### src/rtl/mips_pkg.sv
// Shared loader types and constants: FSM state encoding, header width and word geometry.
package mips_pkg;

    // Width of the big-endian word-count header.
    localparam int unsigned HDR_WIDTH      = 16;
    // Bytes assembled into each instruction word.
    localparam int unsigned BYTES_PER_WORD = 4;
    // Width of the per-word byte counter.
    localparam int unsigned BYTE_CNT_WIDTH = $clog2(BYTES_PER_WORD);

    typedef enum logic [2:0] {
        StIdle,
        StLenHi,
        StLenLo,
        StData,
        StDone,
        StErr
    } loadState_t;

    // Byte address of word idx; 32-bit arithmetic that wraps naturally.
    function automatic logic [31:0] wordAddr(input logic [31:0] base,
                                             input logic [HDR_WIDTH-1:0] idx);
        return base + {{(32 - HDR_WIDTH - 2){1'b0}}, idx, 2'b00};
    endfunction

endpackage

### src/rtl/word_packer.sv
// Assembles accepted bytes MSB-first into a word and flags the cycle the last byte arrives.
module word_packer
    import mips_pkg::*;
(
    input  logic                        clk,
    input  logic                        reset,
    input  logic                        clear,
    input  logic                        accept,
    input  logic [7:0]                  inByte,
    output logic [8*BYTES_PER_WORD-1:0] nextWord,
    output logic                        wordComplete
);

    // Only the first BYTES_PER_WORD-1 bytes need storing; the last one is taken live.
    logic [8*(BYTES_PER_WORD-1)-1:0] shiftQ;
    logic [BYTE_CNT_WIDTH-1:0]       byteCntQ;

    assign nextWord     = {shiftQ, inByte};
    assign wordComplete = accept && (byteCntQ == BYTE_CNT_WIDTH'(BYTES_PER_WORD - 1));

    // Shift in one byte per accept; clear discards any partial word.
    always_ff @(posedge clk or negedge reset) begin
        if (!reset) begin
            shiftQ   <= '0;
            byteCntQ <= '0;
        end else if (clear) begin
            shiftQ   <= '0;
            byteCntQ <= '0;
        end else if (accept) begin
            shiftQ   <= nextWord[8*(BYTES_PER_WORD-1)-1:0];
            byteCntQ <= wordComplete ? '0 : byteCntQ + BYTE_CNT_WIDTH'(1);
        end
    end

endmodule

### src/rtl/imem_loader.sv
// Loads a length-prefixed byte stream into instruction memory, then releases the CPU.
module imem_loader
    import mips_pkg::*;
#(
    parameter int unsigned MAX_WORDS = 256,
    parameter logic [31:0] BASE_ADDR = 32'h0
) (
    input  logic        clk,
    input  logic        reset,
    input  logic        start,
    input  logic        in_valid,
    input  logic [7:0]  in_data,
    output logic        in_ready,
    output logic        wr_en,
    output logic [31:0] wr_addr,
    output logic [31:0] wr_data,
    output logic        cpu_run,
    output logic        done,
    output logic        error
);

    loadState_t stateQ, stateD;

    logic [7:0]           lenHiQ, lenHiD;
    logic [HDR_WIDTH-1:0] lenQ, lenD;
    logic [HDR_WIDTH-1:0] wordCntQ, wordCntD;
    logic                 wrEnQ, wrEnD;
    logic [31:0]          wrAddrQ, wrAddrD;
    logic [31:0]          wrDataQ, wrDataD;

    logic                 accept;
    logic                 packerClear;
    logic                 packerAccept;
    logic [31:0]          packedWord;
    logic                 wordComplete;
    logic [HDR_WIDTH-1:0] headerLen;

    // Status outputs decode straight from state so an async reset clears them at once.
    assign in_ready = (stateQ == StLenHi) || (stateQ == StLenLo) || (stateQ == StData);
    assign cpu_run  = (stateQ == StDone);
    assign done     = (stateQ == StDone);
    assign error    = (stateQ == StErr);
    assign wr_en    = wrEnQ;
    assign wr_addr  = wrAddrQ;
    assign wr_data  = wrDataQ;

    // A start in the same cycle swallows the byte.
    assign accept       = in_valid && in_ready && !start;
    assign packerAccept = accept && (stateQ == StData);
    assign headerLen    = {lenHiQ, in_data};

    word_packer u_packer (
        .clk          (clk),
        .reset        (reset),
        .clear        (packerClear),
        .accept       (packerAccept),
        .inByte       (in_data),
        .nextWord     (packedWord),
        .wordComplete (wordComplete)
    );

    // Next-state, counters and registered write-port values.
    always_comb begin
        stateD      = stateQ;
        lenHiD      = lenHiQ;
        lenD        = lenQ;
        wordCntD    = wordCntQ;
        wrEnD       = 1'b0;
        wrAddrD     = '0;
        wrDataD     = '0;
        packerClear = 1'b0;

        if (start) begin
            stateD      = StLenHi;
            lenHiD      = '0;
            lenD        = '0;
            wordCntD    = '0;
            packerClear = 1'b1;
        end else begin
            unique case (stateQ)
                StLenHi: begin
                    if (accept) begin
                        lenHiD = in_data;
                        stateD = StLenLo;
                    end
                end
                StLenLo: begin
                    if (accept) begin
                        lenD = headerLen;
                        if (headerLen == '0) begin
                            stateD = StDone;
                        end else if (32'(headerLen) > MAX_WORDS) begin
                            stateD = StErr;
                        end else begin
                            stateD = StData;
                        end
                    end
                end
                StData: begin
                    if (wordComplete) begin
                        wrEnD    = 1'b1;
                        wrAddrD  = wordAddr(BASE_ADDR, wordCntQ);
                        wrDataD  = packedWord;
                        wordCntD = wordCntQ + HDR_WIDTH'(1);
                        // DONE lands on the same edge as the final word's strobe.
                        if (wordCntQ == lenQ - HDR_WIDTH'(1)) begin
                            stateD = StDone;
                        end
                    end
                end
                default: ;
            endcase
        end
    end

    // State and write-port registers.
    always_ff @(posedge clk or negedge reset) begin
        if (!reset) begin
            stateQ   <= StIdle;
            lenHiQ   <= '0;
            lenQ     <= '0;
            wordCntQ <= '0;
            wrEnQ    <= 1'b0;
            wrAddrQ  <= '0;
            wrDataQ  <= '0;
        end else begin
            stateQ   <= stateD;
            lenHiQ   <= lenHiD;
            lenQ     <= lenD;
            wordCntQ <= wordCntD;
            wrEnQ    <= wrEnD;
            wrAddrQ  <= wrAddrD;
            wrDataQ  <= wrDataD;
        end
    end

endmodule
### config.mk
export PLATFORM = sky130hd
export DESIGN_NAME = imem_loader
export DESIGN_NICKNAME = d
export VERILOG_FILES = /design/src/rtl/mips_pkg.sv /design/src/rtl/word_packer.sv /design/src/rtl/imem_loader.sv
export SDC_FILE = /design/constraint.sdc
export NUM_CORES = 1
export LEC_CHECK = 0
export ABC_CLOCK_PERIOD_IN_PS = 3100
export BUFFER_PORTS_ARGS = -buffer_cell sky130_fd_sc_hd__buf_2
export CAP_MARGIN = 15
export CORE_MARGIN = 2
export CORE_UTILIZATION = 55
export CTS_CLUSTER_DIAMETER = 60
export CTS_CLUSTER_SIZE = 16
export DETAILED_ROUTE_END_ITERATION = 10
export HOLD_SLACK_MARGIN = 0.15
export PLACE_DENSITY_LB_ADDON = 0.2
export SYNTH_ARGS = -nofsm -noshare
export SYNTH_HDL_FRONTEND = slang
export SYNTH_SLANG_ARGS = --single-unit
### constraint.sdc
create_clock -name clk -period 3.1 [get_ports clk]
set_input_delay 0.155 -clock clk [delete_from_list [all_inputs] [get_ports clk]]
set_output_delay 0.155 -clock clk [all_outputs]
set_load 0.02 [all_outputs]
==> results.md <==
* Status: completed
* Clk network pwr share at between 40% and 50%
* Clock sink count at ~120
* Nets at between 600 and 700
* Reg-to-reg critical path startpoint: lenQ[2]
* Routed WL at approximately 11000 um
* CP Max Fanout at 9
* Combinational share of power at a little under a tenth
* Cell area after layout at about 6300 um2
* Sequential Power Share at approximately two fifths
* Via count at 4069
* Worst setup margin at about 0.38 ns
* Vias per inst at between 5 and 6
* Clock Skew at approximately 0.013 ns
* Hold path endpoint: stateQ[0]
* Drt drc at 0
* Final min period at 2.72 ns
* CP required at 3.46 ns
* Chip Height at roughly 100 um
* Register area share after synthesis at between 50 and 60%
* Post-Syn Area at 5270 um2
* Avg Synthesized Cell Area at a little under 10 um2
* Sw Share at between 20% and 30%
* DRT antenna net count at 0
* Commonest non-fill, non-tap cell in the layout: dfrtp_1
* Core ar. at roughly 9300 um2
* P&R area growth vs syn at 19.3%
* Depth of the most critical reg-to-reg path at 6
* Critical path type: flip-flop to flip-flop
* Final setup fails at 0
* Placement Cell Area at between 5000 and 6000 um2
* Switching pwr at around 0.98 mW
* Layout cells sized above 1 at approximately 17%
* Post-CTS Setup Bufs at 0
* Worst Min Path Start: in_valid
* Worst-path clk slew at 0.05 ns
* Synthesis Warnings at 0
* Least-Margin Pin Slew at ~0.93 ns
* Total power at between 3 and 4 mW
* DP HPWL at about 7000 um
* Final Cycle Share at between 80% and 90%
* Initial antenna violation count at 0
* Highest clock rate at between 0.3 and 0.4 GHz
* H-tree depth at 4
* Global-route wire length before repair at ~19000 um
* Cell Rows at 35
* Crit. End Element: flip-flop
* Final hold violations at 0
* Reg2reg end: stateQ[1]
* Worst Hold Class: input port to flip-flop
* Hold path cells at 4
* Worst skew pair latency at around 0.5 ns
* Leakage at 3.35 nW
* Drt initial violations at about 320
* Flops & latches, synth at roughly 120
* Critical path startpoint category: flip-flop
* Top FF cell, synth: dfrtp_1
* Port bufs at 64
* Max-slew violations at 0
* Cells after Synth at 545
* Post-synthesis async set-or-reset flop share at between 90% and 100%
* Count of different cell masters after synthesis at between 40 and 50
* Grt ovf at 0
* Critical Path AT at between 3 and 4 ns
* DP Worst Slack at 0.406 ns
* Worst slew margin at 37.8%
* Max_cap viols at 0
* Post-synth EDFFs at 0
* TritonRoute pass-1 iters at 5
* CTS tree: yes
* CTS Root Cell: clkbuf_8
* Maximum VDD drop at about 0.00035 V
* Longest Clk Path Bufs at 2
* RSZ-0062 raised after global routing: false
* I/O pins at 81
* Die width at ~100 um
* Vias in the first global route at 3755
* Int Power at 2.99 mW
* Setup TNS at 0 ns
* Largest net degree at the start of global routing at 57
* Gpl congestion at approximately 0.86
* PD cells at 631 nW/um2
* GRT Util Overall at 23.4%
* Reg2reg setup slack at between 0.3 and 0.4 ns
* WL per Instance at ~15 um
* Starting Density at between 50 and 60%
* Ant. Diodes at 0
* Inserted Clock Buffers at 17
* Most frequent cells in the layout: dfrtp_1 (118), nand2_1 (115), buf_2 (63)
* DIE AREA at around 10000 um2
==> sequential cells by signal, summed over array words and instances, names as in the netlist <==
name	flops
wr_data	32
u_packer.shiftQ	24
lenQ	16
wordCntQ	16
wr_addr	16
lenHiQ	8
stateQ	3
u_packer.byteCntQ	2
wr_en	1
==> cells in the mapped netlist, drive strengths merged, types with 3 or more instances <==
| library cell | number | area share (%) |
|---|---|---|
| inv | 10 | 0.71 |
| dfrtp | 118 | 56 |
| o21a | 3 | 0.43 |
| or4 | 6 | 0.93 |
| nand4 | 5 | 0.59 |
| nor3b | 5 | 0.71 |
| xor2 | 15 | 2.5 |
| a21oi | 29 | 2.8 |
| clkbuf | 34 | 2.4 |
| nor2 | 22 | 1.6 |
| nor3 | 10 | 0.95 |
| o22ai | 3 | 0.36 |
| ha | 3 | 0.71 |
| xnor2 | 12 | 2.0 |
| nand2 | 115 | 8.2 |
| and3 | 47 | 5.6 |
| nor4 | 9 | 1.1 |
| nand3b | 3 | 0.43 |
| o21ai | 7 | 0.66 |
| buf | 20 | 2.9 |
| nand3 | 37 | 3.5 |
==> worst max-delay path, cell delays in order (launching register included) <==
cell	delay, ns
dfrtp_1	0.46
or4_4	0.60
a2111oi_0	0.41
o21ai_0	0.13
a2111o_1	0.46
nor4b_4	0.39
o22ai_1	0.12
==> power groups by stage <==
| stage | Sequential [mW] | Combinational [mW] | Clock (mW) |
|---|---|---|---|
| 2_1_floorplan | 1.63 | 0.288 | 0 |
| 3_3_place_gp | 1.66 | 0.349 | 0 |
| 3_5_place_dp | 1.66 | 0.355 | 0 |
| 4_1_cts | 1.64 | 0.366 | 1.99 |
| 5_1_grt | 1.65 | 0.413 | 2.07 |
| 6_report | 1.64 | 0.366 | 1.97 |
==> worst max-delay path by stage <==
stage,start,endpoint,slack [ns],cells past startpoint
4_1_cts,lenQ[2],stateQ[1],0.40,6
3_5_place_dp,lenQ[2],stateQ[1],0.41,6
2_1_floorplan,lenQ[2],stateQ[1],0.55,8
5_1_grt,lenQ[2],stateQ[1],0.26,6
6_report,lenQ[2],stateQ[1],0.38,6
3_3_place_gp,lenQ[0],stateQ[1],0.54,6
==> through the flow <==
stage                     std cells  hold slack (ns)  util [%]
final                           748            0.212      67.8
after global routing            748            0.223      67.8
after CTS                       748            0.183      67.8
after detailed placement        707            0.235      60.2
after global placement          707            0.234      60.2
after floorplan                 560           -0.141         -
==> what timing repair did <==
item                                    in CTS  in global routing
hold buffers                                 9                  0
hold endpoints to repair                    86                  0
resized for setup                            0                  0
endpoints found under the setup margin       0                  0
==> routing by layer <==
metal | track usage, % | up-vias | part of all wire [%]
met4 | 6.26 | 0 | 1.1
met1 | 34.1 | 1936 | 45
li1 | - | 1957 | -
met3 | 5.20 | 12 | 6.3
met5 | 0 | - | 0
met2 | 35.8 | 164 | 47
==> final cells by class <==
| class | count | area [um2] |
|---|---|---|
| fill | 754 | 2990 |
| sequential | 118 | 2950 |
| multi-input combinational | 378 | 2060 |
| timing repair buffer | 81 | 473 |
| clock buffer | 21 | 459 |
| tap | 129 | 161 |
| clock inverter | 11 | 149 |
| inverter | 10 | 37.5 |
==> cells by family (layout without fill, tap and decap cells) <==
group	after synthesis	count (layout)	synth area share, %
adder cells (fa/ha/maj)	3	3	0.712
buffers and inverters	64	123	6.05
flip-flops	118	118	56.0
AO/OA/AOI/OAI	61	61	7.21
AND/OR/NAND/NOR	271	271	25.5
XOR/XNOR	27	27	4.48
other	1	16	0.0711
No activity file was read; power rests on OpenSTA's default activity.
